[src/rtl/match_sequencer.sv]
// Match-level sequencer: serve, rally, post-point pause and match end.
// Build option SEQ_DEUCE_EN: win needs a two-point lead (31 always wins).
module match_sequencer #(
  parameter int WIN_SCORE   = 11,
  parameter int AUTO_DELAY  = 120,
  parameter int PAUSE_TICKS = 60
) (
  input  logic       clk,
  input  logic       rst,
  input  logic       frame_tick,
  input  logic [1:0] mode,
  input  logic       serve_type,
  input  logic       serve,
  input  logic       point_p1,
  input  logic       point_p2,
  input  logic [4:0] p1_score,
  input  logic [4:0] p2_score,
  output logic       ball_run,
  output logic       ball_load,
  output logic       serve_side,
  output logic       score_clr,
  output logic       game_over,
  output logic       winner,
  output logic [2:0] state
);

  typedef enum logic [2:0] {
    IDLE  = 3'd0,
    SERVE = 3'd1,
    RALLY = 3'd2,
    POINT = 3'd3,
    OVER  = 3'd4
  } state_t;

  localparam logic [7:0] AUTO_T  = 8'(AUTO_DELAY);
  localparam logic [7:0] PAUSE_T = 8'(PAUSE_TICKS);
  localparam logic [5:0] WIN     = 6'(WIN_SCORE);

  state_t     state_q, state_d;
  logic       serve_q;
  logic       serve_rise;
  logic [7:0] timer_q;
  logic       first_q;
  logic       last_pt_q;
  logic       side_q, side_d;
  logic       winner_q, win_d;
  logic [1:0] mode_q;
  logic       new_match;
  logic       p1_win, p2_win;
  logic [5:0] s1, s2;
  logic       timer_run;

  assign serve_rise = serve & ~serve_q;
  assign s1 = {1'b0, p1_score};
  assign s2 = {1'b0, p2_score};

`ifdef SEQ_DEUCE_EN
  // score 31 forces a win so the 5-bit counters never wrap
  assign p1_win = (p1_score == 5'd31) ||
                  ((s1 >= WIN) && (s1 >= s2 + 6'd2));
  assign p2_win = (p2_score == 5'd31) ||
                  ((s2 >= WIN) && (s2 >= s1 + 6'd2));
`else
  assign p1_win = (s1 >= WIN);
  assign p2_win = (s2 >= WIN);
`endif

  always_comb begin
    state_d   = state_q;
    score_clr = 1'b0;
    ball_run  = 1'b0;
    game_over = 1'b0;
    new_match = 1'b0;
    side_d    = side_q;
    win_d     = winner_q;
    unique case (state_q)
      IDLE: begin
        if (serve_rise) begin
          state_d   = SERVE;
          score_clr = 1'b1;
          new_match = 1'b1;
        end
      end
      SERVE: begin
        if (serve_type ? serve_rise : (timer_q >= AUTO_T))
          state_d = RALLY;
      end
      RALLY: begin
        ball_run = 1'b1;
        if (point_p1 | point_p2)
          state_d = POINT;
      end
      POINT: begin
        if (timer_q >= PAUSE_T) begin
          if (mode_q == 2'b11) begin
            state_d = SERVE;
          end else if (p1_win) begin
            state_d = OVER;
            win_d   = 1'b0;
          end else if (p2_win) begin
            state_d = OVER;
            win_d   = 1'b1;
          end else begin
            state_d = SERVE;
            side_d  = mode_q[1] ? ~side_q : ~last_pt_q;
          end
        end
      end
      OVER: begin
        game_over = 1'b1;
        if (serve_rise) begin
          state_d   = SERVE;
          score_clr = 1'b1;
          new_match = 1'b1;
        end
      end
      default: state_d = IDLE;
    endcase
    if (new_match)
      side_d = 1'b0;
  end

  assign timer_run = frame_tick && (timer_q != 8'hff) &&
                     ((state_q == POINT) ||
                      ((state_q == SERVE) && !serve_type));

  always_ff @(posedge clk) begin
    if (!rst) begin
      state_q   <= IDLE;
      serve_q   <= 1'b1;
      timer_q   <= 8'd0;
      first_q   <= 1'b0;
      last_pt_q <= 1'b0;
      side_q    <= 1'b0;
      winner_q  <= 1'b0;
      mode_q    <= 2'b00;
    end else begin
      state_q  <= state_d;
      serve_q  <= serve;
      side_q   <= side_d;
      winner_q <= win_d;
      first_q  <= (state_d == SERVE) && (state_q != SERVE);
      if (new_match)
        mode_q <= mode;
      if ((state_q == RALLY) && (point_p1 | point_p2))
        last_pt_q <= ~point_p1;
      if (state_d != state_q)
        timer_q <= 8'd0;
      else if (timer_run)
        timer_q <= timer_q + 8'd1;
    end
  end

  assign ball_load  = first_q;
  assign serve_side = side_q;
  assign winner     = winner_q;
  assign state      = state_q;

endmodule

[config.mk]
export PLATFORM = sky130hd
export DESIGN_NAME = match_sequencer
export DESIGN_NICKNAME = d
export VERILOG_FILES = /design/src/rtl/match_sequencer.sv
export SDC_FILE = /design/constraint.sdc
export NUM_CORES = 1
export LEC_CHECK = 0
export ABC_AREA = 1
export BUFFER_PORTS_ARGS = -buffer_cell sky130_fd_sc_hd__buf_2
export CAP_MARGIN = 20
export CELL_PAD_IN_SITES_DETAIL_PLACEMENT = 0
export CELL_PAD_IN_SITES_GLOBAL_PLACEMENT = 1
export CORE_ASPECT_RATIO = 0.5
export CORE_MARGIN = 4
export CORE_UTILIZATION = 35
export DETAILED_ROUTE_END_ITERATION = 12
export GPL_ROUTABILITY_DRIVEN = 0
export GPL_TIMING_DRIVEN = 0
export PLACE_DENSITY = 0.74
export SKIP_LAST_GASP = 1
export SLEW_MARGIN = 0
export SYNTH_ARGS = -nofsm -noshare
export SYNTH_HDL_FRONTEND = slang
export SYNTH_SLANG_ARGS = --single-unit
[constraint.sdc]
create_clock -name clk -period 1.7 [get_ports clk]
set_input_delay 0.34 -clock clk [delete_from_list [all_inputs] [get_ports clk]]
set_output_delay 0.34 -clock clk [all_outputs]
set_load 0.05 [all_outputs]
==> results.txt <==
----------------------------------------------------
[Outcome]
  Run status ... finished, final reports clean

[STA]
  Fmax ... 628.5 MHz
  Final-report hold violation count ... 0
  Final worst path period need ... 1.591 ns
  Worst clock skew ... 0.003548 ns
  Setup total negative slack ... 0 ns
  Worst-margin pin slew ... 0.2827 ns
  Max-slew violation total from the final report ... 0
  Fin Hold WS ... 0.2584 ns
  Relative slew slack ... 81.08%
  Period utilisation layout ... 93.59%
  Final count of negative-setup-slack endpoints ... 0

[Worst setup path]
  Sum of buffers and inverters on the critical path ... 3
  FF-to-FF End ... timer_q[5]
  Start point of the critical path ... state[0]
  Max Fanout on Critical Path ... 8
  Worst Path Required ... 1.36 ns
  R2R Setup Slk ... 0.21 ns
  Number of logic stages on the critical path including buffering ... 5
  Logic depth of the worst register-to-register path ... 10
  Stage delay of the slowest cell on the critical path ... 0.32 ns
  Critical Path End ... ball_run
  Crit path DAT ... 1.25 ns
  Crit path cell chain ... buf_6 > nor2_1 > nand2_2 > inv_1 > clkbuf_4
  Critical path type ... flop to output port
  Critical path endpoint category ... output port
  Family of cells with the greatest summed delay on the critical path ... buffers and inverters
  Cell with the biggest individual delay on the critical path ... dfxtp_1
  Crit start category ... flop
  Critical register-to-register path startpoint ... state[1]

[Power]
  Psw ... 0.2338 mW
  Flop pwr share ... 47.3%
  Peak supply drop ... 301.8 uV
  Power Dens Cells ... 682.4 nW/um^2
  Switching share of power ... 25.40%
  Logic pwr share ... 14.6%
  Internal power ... 0.6866 mW
  Static Leakage ... 0.6486 nW
  Part of the total power dissipated in the clock network ... 38.1%

[Min path]
  HP Class ... input pin to flop

[Synthesis]
  Net Count, Synth ... 188
  Yosys warning count ... 0
  Seq cells post-synth ... 18
  Distinct cell type count after synthesis ... 27
  Proportion of synthesized chip area in sequential cells ... 33.57%
  Post-Synthesis Mean Instance Area ... 6.428 sq um
  Number of instances in the synthesized netlist ... 167
  Cell area after synthesis ... 1074 sq um

[Global routing]
  Wire length of the first global-routing pass ... 4057 um
  Via count of the first global-routing pass ... 934
  Total congestion overflow ... 0
  Number of antenna violations at the first check in global routing ... 0
  Maximum number of pins on one net before global-route repair ... 11
  Combined global-route utilization of all metal layers ... 12.99%

[Clocking]
  Number of buffers inserted by post-CTS setup repair ... 0
  Clock tree from TritonCTS ... yes
  Sink count of the clock tree ... 18
  Number of buffers inserted by hold repair at cts ... 0
  Maximum buffer depth of the clock tree ... 2
  Post-cts resize count ... 1
  CTS Buf Count ... 3
  Clk_lat worst skew ... 0.26 ns
  H-tree levels ... 1
  Cell chosen for the clock root ... clkbuf_8
  Clock transition time at the flip-flop clock pins of the worst setup and hold paths ... 0.07 ns

[Route]
  Vias per cell ... 4.383
  Post-route DRC ... 0
  DRT Pass-1 Iters ... 4
  Via count of the routed design ... 1030
  Initial detailed-routing violation count ... 60
  Final wirelength ... 2300 um
  Remaining number of nets flagged by the antenna check after routing ... 0
  Wire length per cell after detailed routing ... 9.787 um

[Cells and area]
  Footprint of the flip-flops and latches ... 364.1 sq um
  Number of antenna diodes ... 0
  Number of standard cells in the final layout excluding fillers ... 235
  Total area of multi-input combinational cells ... 605.6 sq um
  Fill cell total of the finished layout ... 300
  Share of final-layout standard cells stronger than drive strength 1 ... 26.77%
  Utilization after layout ... 49.07%
  Commonest non-fill, non-tap cell in the layout ... nand2_1
  Layout-stage area growth over the synthesis result ... 25.64%
  Total Nets Final ... 220
  Most used cells in the layout excluding fill and tap cells ... nand2_1 (38), inv_1 (26), buf_2 (25), nor2_1 (24), dfxtp_1 (15)

[Floorplanning]
  Initial Utilization ... 39.05%
  Ports ... 28
  Vertical extent of the die ... 47.16 um
  Row count ... 13
  Placeable Area ... 2749 sq um
  Floorplan die area ... 4071 sq um
  X dimension of the die ... 86.32 um

[Placed design]
  Number of port buffers ... 27
  Placed Instances ... 231
  HPWL reported at the end of detailed placement ... 1828 um

[Job]
  Number of maximum-capacitance violations ... 0

----------------------------------------------------
==> synth_stat cells, drive strengths merged <==
library cell / instances / area share [%]
nand4: 2 / 1.2
o21bai: 1 / 0.70
inv: 30 / 11
or2: 1 / 0.58
o31ai: 1 / 0.70
nor3: 2 / 0.93
a21oi: 8 / 3.7
o21ai: 10 / 4.7
dfxtp: 18 / 34
nor2: 30 / 12
o211ai: 1 / 0.70
xor2: 2 / 1.6
xnor2: 3 / 2.4
nand2: 42 / 16
a31oi: 1 / 0.58
nand3: 9 / 5.1
buf: 2 / 1.7
ha: 2 / 2.3
nand3b: 2 / 1.4
==> per-layer routing <==
| layer | share of wire (%) | vias to the layer above | GRT usage [%] |
|---|---|---|---|
| li1 | - | 576 | - |
| met1 | 50 | 431 | 15.98 |
| met2 | 42 | 19 | 21.73 |
| met3 | 6.7 | 4 | 4.553 |
| met4 | 1.6 | 0 | 4.658 |
| met5 | 0 | - | 0 |
==> per-stage QoR <==
stage	power, mW	cell area, sq um	setup slack (ns)
6_report	0.9204	1349	0.1089
5_1_grt	0.9762	1349	-0.001360
4_1_cts	0.9379	1325	0.01855
3_5_place_dp	0.5744	1267	0.1098
3_3_place_gp	0.5732	1267	0.1498
2_1_floorplan	0.5313	1086	0.0001956
==> how the worst min path moves through the flow <==
stage	cells past startpoint	end	from	slack [ns]
2_1_floorplan	1	serve_q	rst	0.41
3_3_place_gp	2	last_pt_q	last_pt_q	0.45
3_5_place_dp	2	last_pt_q	last_pt_q	0.45
4_1_cts	3	serve_q	serve	0.25
5_1_grt	3	serve_q	serve	0.26
6_report	3	serve_q	serve	0.26
==> sequential cells by signal, summed over array words and instances, names as in the netlist <==
signal / flops
ball_load: 1
timer_q: 8
mode_q: 2
serve_q: 1
serve_side: 1
last_pt_q: 1
winner: 1
state: 3
==> power by group through the flow <==
stage / logic, mW / clock network [mW] / registers, mW
after floorplan: 0.0715 / 0 / 0.460
after global placement: 0.128 / 0 / 0.445
after detailed placement: 0.129 / 0 / 0.445
after CTS: 0.130 / 0.372 / 0.435
after global routing: 0.153 / 0.387 / 0.437
final: 0.134 / 0.351 / 0.436
==> tightest hold or removal path, cell delays in order <==
cell,delay [ns]
buf_2,0.07
inv_1,0.04
nand2_1,0.04
==> final cells by class <==
type,count,share of cell area (%)
plain buffers,2,1.391
repair buffers,27,10.67
flip-flops and latches,18,26.99
clock buffers,4,4.082
inverters,30,8.534
well taps,37,3.432
multi-input cells,117,44.90
==> cells by family after synthesis <==
kind of cell	synth area share, %
DFF	33.57
xor gates and xnor gates	4.080
adders and majority gates	2.331
and+or+nand+nor	36.48
AOI/OAI and AO/OA	11.07
buffers and inverters	12.47
Power figures use the tool's default switching activity.
